===== src/rtl/mult_share_sched.sv =====
// Round-robin scheduler sharing one multiplier among NREQ requesters; issue one cycle after grant,
// result LAT+1 cycles after issue, one transfer per cycle; no result back-pressure, owners always accept.
module mult_share_sched #(
    parameter int nBits = 32,
    parameter int NREQ  = 4,
    parameter int LAT   = 0
) (
    input  logic                  clk,
    input  logic                  rst,
    input  logic [NREQ-1:0]       req_valid,
    input  logic [NREQ*nBits-1:0] req_a,
    input  logic [NREQ*nBits-1:0] req_b,
    output logic [NREQ-1:0]       req_ready,
    output logic [nBits-1:0]      mul_a,
    output logic [nBits-1:0]      mul_b,
    output logic                  mul_en,
    input  logic [nBits-1:0]      mul_p,
    output logic [nBits-1:0]      res,
    output logic [NREQ-1:0]       res_valid,
    output logic                  busy
);
    localparam int PW = (NREQ > 1) ? $clog2(NREQ) : 1;

    logic [PW-1:0]   ptr;
    logic [PW-1:0]   gidx;
    logic [NREQ-1:0] grant;
    logic            xfer;
    logic            busy_c;
    int              idx;
    logic [NREQ-1:0] tag [0:LAT];

    // Walk the search order backwards so the last hit is the first requester at/after ptr.
    always_comb begin
        grant = '0;
        gidx  = '0;
        idx   = 0;
        if (!rst) begin
            for (int off = NREQ - 1; off >= 0; off--) begin
                idx = (int'(ptr) + off) % NREQ;
                if (req_valid[idx]) begin
                    grant      = '0;
                    grant[idx] = 1'b1;
                    gidx       = PW'(idx);
                end
            end
        end
    end

    assign req_ready = grant;
    assign xfer      = |grant;

    always_comb begin
        busy_c = 1'b0;
        for (int j = 0; j <= LAT; j++) begin
            busy_c = busy_c | (|tag[j]);
        end
    end

    assign busy = busy_c;

    always_ff @(posedge clk) begin
        if (rst) begin
            ptr       <= '0;
            mul_a     <= '0;
            mul_b     <= '0;
            mul_en    <= 1'b0;
            res       <= '0;
            res_valid <= '0;
            for (int j = 0; j <= LAT; j++) begin
                tag[j] <= '0;
            end
        end else begin
            mul_en <= xfer;
            if (xfer) begin
                mul_a <= req_a[gidx*nBits +: nBits];
                mul_b <= req_b[gidx*nBits +: nBits];
                ptr   <= (gidx == PW'(NREQ - 1)) ? '0 : gidx + 1'b1;
            end
            // Owner tag travels with the product; the last stage lines up with mul_p.
            tag[0] <= grant;
            for (int j = 1; j <= LAT; j++) begin
                tag[j] <= tag[j-1];
            end
            res_valid <= tag[LAT];
            if (|tag[LAT]) begin
                res <= mul_p;
            end
        end
    end
endmodule

===== config.mk =====
export PLATFORM = sky130hd
export DESIGN_NAME = mult_share_sched
export DESIGN_NICKNAME = d
export VERILOG_FILES = /design/src/rtl/mult_share_sched.sv
export SDC_FILE = /design/constraint.sdc
export NUM_CORES = 1
export LEC_CHECK = 0
export ABC_AREA = 1
export CORE_AREA = 4 4 152 154
export CTS_CLUSTER_DIAMETER = 100
export CTS_CLUSTER_SIZE = 16
export DETAILED_ROUTE_END_ITERATION = 16
export DIE_AREA = 0 0 156 158
export MAX_ROUTING_LAYER = met4
export PLACE_DENSITY_LB_ADDON = 0.25
export REMOVE_ABC_BUFFERS = 1
export SYNTH_ARGS = -nofsm -noshare
export SYNTH_HDL_FRONTEND = slang
export SYNTH_SLANG_ARGS = --single-unit

===== constraint.sdc =====
create_clock -name clk -period 3.2 [get_ports clk]
set_input_delay 0.64 -clock clk [delete_from_list [all_inputs] [get_ports clk]]
set_output_delay 0.64 -clock clk [all_outputs]
set_load 0.05 [all_outputs]

Yosys cells after proc, flatten, opt, wreduce, memory -nomap -nowiden
Memory sizes are Yosys's and may differ from the RTL's.
Cells that the tools add are included.
{ "totals": {"ff_bits": 103, "latch_bits": 0, "mem_bits_rw": 4, "romBits": 0, "input_bits": 294, "mem_count": 1} }
{ "classes": {"add_sub_neg": 4, "multipliers": 0, "div_mod_pow": 0, "n_lt_le_gt_ge": 8, "eq_ne": 1, "shift": 2, "muxes": 35, "bitwise_logic": 3, "n_reduce_logical": 10} }
{ "mem_list": {"columns": ["name", "words", "word_bits", "read_ports", "rd_clocked_by_memory_dff", "write_ports", "line", "source"], "rows": [
  ["tag", 1, 4, 1, 0, 1, "30", "logic [NREQ-1:0] tag [0:LAT];"]
]} }
{ "op_table": {"columns": ["cell", "count"], "rows": [
  ["variable part select 128 x 8 -> 32 bit", 2],
  ["two-way mux 4 bit", 6],
  ["two-way mux 1 bit", 15],
  ["less-than comparator 3 x 4 -> 1 bit (second input constant)", 3],
  ["two-way mux 2 bit", 6],
  ["OR reduction 4 bit", 3],
  ["greater-or-equal comparator 3 x 1 -> 1 bit (second input constant)", 3],
  ["binary-select mux 1 bit (select 2 bit)", 4],
  ["demux 1 bit (select 2 bit)", 4],
  ["OR reduction 2 bit", 3],
  ["adder 2 x 1 -> 2 bit (second input constant)", 2],
  ["adder 2 bit (second input constant)", 2],
  ["logical AND 1 bit", 4],
  ["AND 1 bit (first input constant)", 3],
  ["less-than comparator 2 x 3 -> 1 bit (second input constant)", 1],
  ["== test 2 bit (second input constant)", 1],
  ["greater-or-equal comparator 2 x 1 -> 1 bit (second input constant)", 1]
]} }

Logic depth before layout (Yosys ltp)
Gate-level depths: netlist of the first run.
{ "depth": {"depth_word": 13, "depth_mapped": 19} }

Worst setup path after synthesis of the first run
Ideal clock, no wire load.
{ "synth_timing": {"path_type": "reg2out", "from": "register ptr[0]", "to": "output port req_ready[0]", "arrival_time_ns": 1.832, "required_ns": 2.560, "slack_ns": 0.728, "stages_incl_launch_ff": 13, "path_buffers": 1, "cell_sequence": "dfxtp_1 buf_6 inv_4 ha_1 inv_1 nand3_1 nand2_1 inv_1 nor2_2 nand2_1 nand3_1 nand2_1 inv_1"} }
{ "synth_between": {"elab_chain_cells": 12, "elab_cells_between_ends": 45, "cone_classes": "add/sub (3); order compare (8); mux (24); bitwise (3); reduce/logical (7)"} }
{ "synth_rtl": {"columns": ["element", "line", "source"], "rows": [
  ["start, declared", "24", "logic [PW-1:0] ptr;"],
  ["start signal, assigned", "77", "ptr <= (gidx == PW'(NREQ - 1)) ? '0 : gidx + 1'b1;"],
  ["adder 2 bit", "39", "idx = (int'(ptr) + off) % NREQ;"],
  ["OR reduction 2 bit (no source line)", null, null],
  ["AND 1 bit (no source line)", null, null],
  ["less-than comparator 3 x 4 -> 1 bit (not written as such) / greater-or-equal comparator 3 x 1 -> 1 bit (equally long branches)", "42", "grant[idx] = 1'b1;"],
  ["logical AND 1 bit (not written as such)", "42", null],
  ["two-way mux 1 bit (not written as such)", "42", null],
  ["demux 1 bit (select 2 bit)", "42", null],
  ["two-way mux 4 bit (3 in series)", "40", "if (req_valid[idx]) begin"],
  ["two-way mux 4 bit (*)", "40", null],
  ["two-way mux 4 bit (*)", "37", "if (!rst) begin"],
  ["end, declared", "13", "output logic [NREQ-1:0] req_ready,"]
]} }
Mark *: on every way between the ends. The rest lies on a longest branch, timed or not. The select of a mux whose other input is x is not followed.

Worst setup path after layout of the first run
{ "layout_timing": {"from": "register ptr[1]", "to": "output port req_ready[3]"} }
Same word-level chain as after synthesis.

==> results of run 1 <==
## area by class of cell
class | count | area (sq um)
clock buffers | 9 | 225.2
flip-flops and latches | 107 | 2142
repair buffers | 415 | 4289
fillers | 2196 | 9371
clock inverters | 6 | 75.07
inverters | 350 | 1321
multi-input cells | 894 | 3914
well taps | 280 | 350.3
## cell families (layout without fill, tap and decap cells)
group	Yosys count	after routing	share of synthesized area, %
XOR/XNOR	1	1	0.1125
AND/OR/NAND/NOR	847	847	45.96
AO/OA/AOI/OAI	38	38	2.474
adder cells (fa/ha/maj)	8	8	1.285
buffers and inverters	438	780	22.67
flip-flops	107	107	27.50
## worst paths after layout
check | startpoint | to | slack [ns] | cells after the start
max | ptr[1]$_SDFFE_PP0P_ | req_ready[3] | 0.22 | 12
min | tag[0][1]$_SDFF_PP0_ | res_valid[1]$_SDFF_PP0_ | 0.45 | 2
max reg2reg | ptr[1]$_SDFFE_PP0P_ | mul_b[19]$_SDFFE_PP0P_ | 0.49 | 17
min reg2reg | tag[0][1]$_SDFF_PP0_ | res_valid[1]$_SDFF_PP0_ | 0.45 | 2
## synthesized netlist by cell type
| cell type | count | share of area [%] |
|---|---|---|
| a21oi_1 | 5 | 0.32 |
| buf_1 | 9 | 0.43 |
| buf_2 | 35 | 2.2 |
| buf_4 | 8 | 0.77 |
| buf_6 | 6 | 0.87 |
| clkbuf_1 | 30 | 1.4 |
| dfxtp_1 | 107 | 28 |
| ha_1 | 8 | 1.3 |
| inv_1 | 345 | 17 |
| inv_2 | 4 | 0.19 |
| inv_4 | 1 | 0.080 |
| nand2_1 | 353 | 17 |
| nand2_2 | 5 | 0.40 |
| nand2_4 | 1 | 0.14 |
| nand2b_1 | 1 | 0.080 |
| nand3_1 | 265 | 17 |
| nand3_2 | 5 | 0.64 |
| nor2_1 | 213 | 10 |
| nor2_2 | 2 | 0.16 |
| nor2_4 | 1 | 0.14 |
| nor4_1 | 1 | 0.080 |
| o21ai_0 | 32 | 2.1 |
| o21bai_1 | 1 | 0.096 |
| xnor2_1 | 1 | 0.11 |
## power by group
group | internal, W | switching [W] | total, W | leakage (nW)
logic | 0.00298 | 0.00579 | 0.00878 | 5.48
clock network | 0.000617 | 0.000552 | 0.00117 | 0.149
registers | 0.00189 | 0.000271 | 0.00217 | 0.890
total | 0.00549 | 0.00662 | 0.0121 | 6.52
## flip-flops by register name (all words and copies together), names as in the netlist
signal / flops
res_valid: 4
res: 32
mul_a: 32
ptr: 2
tag: 4
mul_en: 1
mul_b: 32
## layer usage
metal | global-route usage [%] | wire (um) | share of wire [%]
met1 | 23.76 | 10830 | 40
met2 | 36.99 | 13450 | 49
met3 | 5.932 | 2564 | 9.4
met4 | 5.419 | 448 | 1.6
met5 | - | 0 | 0
## through the flow
stage | hold WS, ns | cell area [sq um] | std cells
5_1_grt | 0.4655 | 12320 | 2061
3_3_place_gp | 0.4360 | 12020 | 2046
2_1_floorplan | 0.4027 | 7340 | 1351
4_1_cts | 0.4525 | 12320 | 2061
6_report | 0.4471 | 12320 | 2061
3_5_place_dp | 0.4332 | 12020 | 2046
## worst max-delay path, stage by stage (launching register included)
cell and delay (ns):
dfxtp_1 0.49, inv_2 0.14, ha_1 0.34, inv_1 0.10, nand3_1 0.10, nand2_1 0.09, inv_1 0.05, nor2_2 0.14
nand2_1 0.07, nand3_1 0.09, nand2_1 0.09, inv_1 0.12, buf_12 0.15
==> results.py, run 1 <==
metrics = {
    "outcome": {
        "status": "finished clean",
    },
    "clocking": {
        "cts_tree": "built",
        "postCtsSetupBuffers": 0,
        "post_cts_resized": 0,
        "cts.clk_slew.worst_paths_ns": 0.08,
        "holdBufCountCts": 0,
        "clock_sinks": 107,
        "cts_root_buffer": "clkbuf_16",
        "cts_buffers": 9,
        "clkLatencyLatePin_ns": 0.35,
        "cts_max_level": 3,
        "cts.path.max_buffers": 2,
    },
    "critical_path": {
        "cp-start-kind": "flop",
        "critical_path_class": "flop to output port",
        "cp_data_arrival_time_ns": 2.34,
        "endpoint_kind": "output port",
        "critPathRequiredTime_ns": 2.56,
        "crit_path_max_fanout": 7,
    },
    "yosys": {
        "yosys_register_bits": 107,
        "ys_warn_count": 0,
        "ys_types": 24,
        "syn-cell-area_sq_mm": 0.007789,
        "yosysSeqAreaShare_pct": 27.50,
        "syn_inst": 1439,
        "postSynthAreaPerCell_sq_um": 5.413,
    },
    "floorplanning": {
        "core_sq_mm": 0.02169,
        "die_y_um": 158,
        "dieArea_sq_mm": 0.02465,
        "num_rows": 54,
        "fp.dieW_um": 156,
        "initial_core_util_pct": 35.91,
        "ios": 400,
    },
    "pwr": {
        "p_leak_nw": 6.523,
        "total_power_w": 0.01211,
        "ir_drop_uv": 627.1,
        "p_per_area_mw_per_mm2": 983.3,
    },
    "drt": {
        "via_count": 9216,
        "routed_wl_mm": 27.29,
        "final_antenna_net_count": 0,
        "drtPass1Iterations": 5,
        "drc": 0,
        "post_drt_wl_per_cell_um": 13.24,
        "drt-initial-drc-count": 597,
        "viasPerCell": 4.472,
    },
    "cells_and_area": {
        "layout_commonest_cell": "clkdlybuf4s50_1",
        "drive_gt1_share_pct": 3.369,
        "finish.net_count": 2079,
        "final_cell_mix": "clkdlybuf4s50_1 (394), nand2_1 (351), inv_1 (344), nand3_1 (265), nor2_1 (213)",
        "antenna_cells": 0,
        "final_util_pct": 56.79,
        "area_growth_pct": 58.14,
    },
    "placement": {
        "port-buffer-count": 399,
        "dp_hpwl_mm": 20.48,
        "pre_cts_slack_ns": 0.2291,
        "gp_congestion": 0.9253,
    },
    "grt": {
        "grt_max_degree": 120,
        "antenna_found_initial": 0,
        "grt_pass1_wl_mm": 41.03,
        "grtUsageTotal_pct": 21.12,
        "grt_pass1_vias": 8119,
        "overflow": 0,
    },
    "timing": {
        "period_needed_ns": 2.976,
        "setup_viol": 0,
        "fin_skew_ns": 0.009240,
        "max_clock_freq_mhz": 336.0,
        "hold_viol_final": 0,
        "tns_ns": 0,
        "slew_headroom_pct": 56.73,
        "period_share_pct": 93.00,
        "setup_ws_ns": 0.2242,
        "slew_violations": 0,
        "worstMarginPinSlew_ns": 0.6470,
        "rsz0062_at_grt": "no",
    },
    "run": {
        "drv_cap": 0,
    },
    "worst_hold_path": {
        "hp-class": "flop to flop",
    },
}
No activity file was read; power rests on OpenSTA's default activity.
==> run 2: changes to the inputs <==
--- a/config.mk
+++ b/config.mk
@@ -6,6 +6,7 @@
 export NUM_CORES = 1
 export LEC_CHECK = 0
 export ABC_AREA = 1
+export CAP_MARGIN = 15
 export CORE_AREA = 4 4 152 154
 export CTS_CLUSTER_DIAMETER = 100
 export CTS_CLUSTER_SIZE = 16
==> results of run 2 <==
Same layout as run 1: the final DEF is identical, and so are final timing and power.
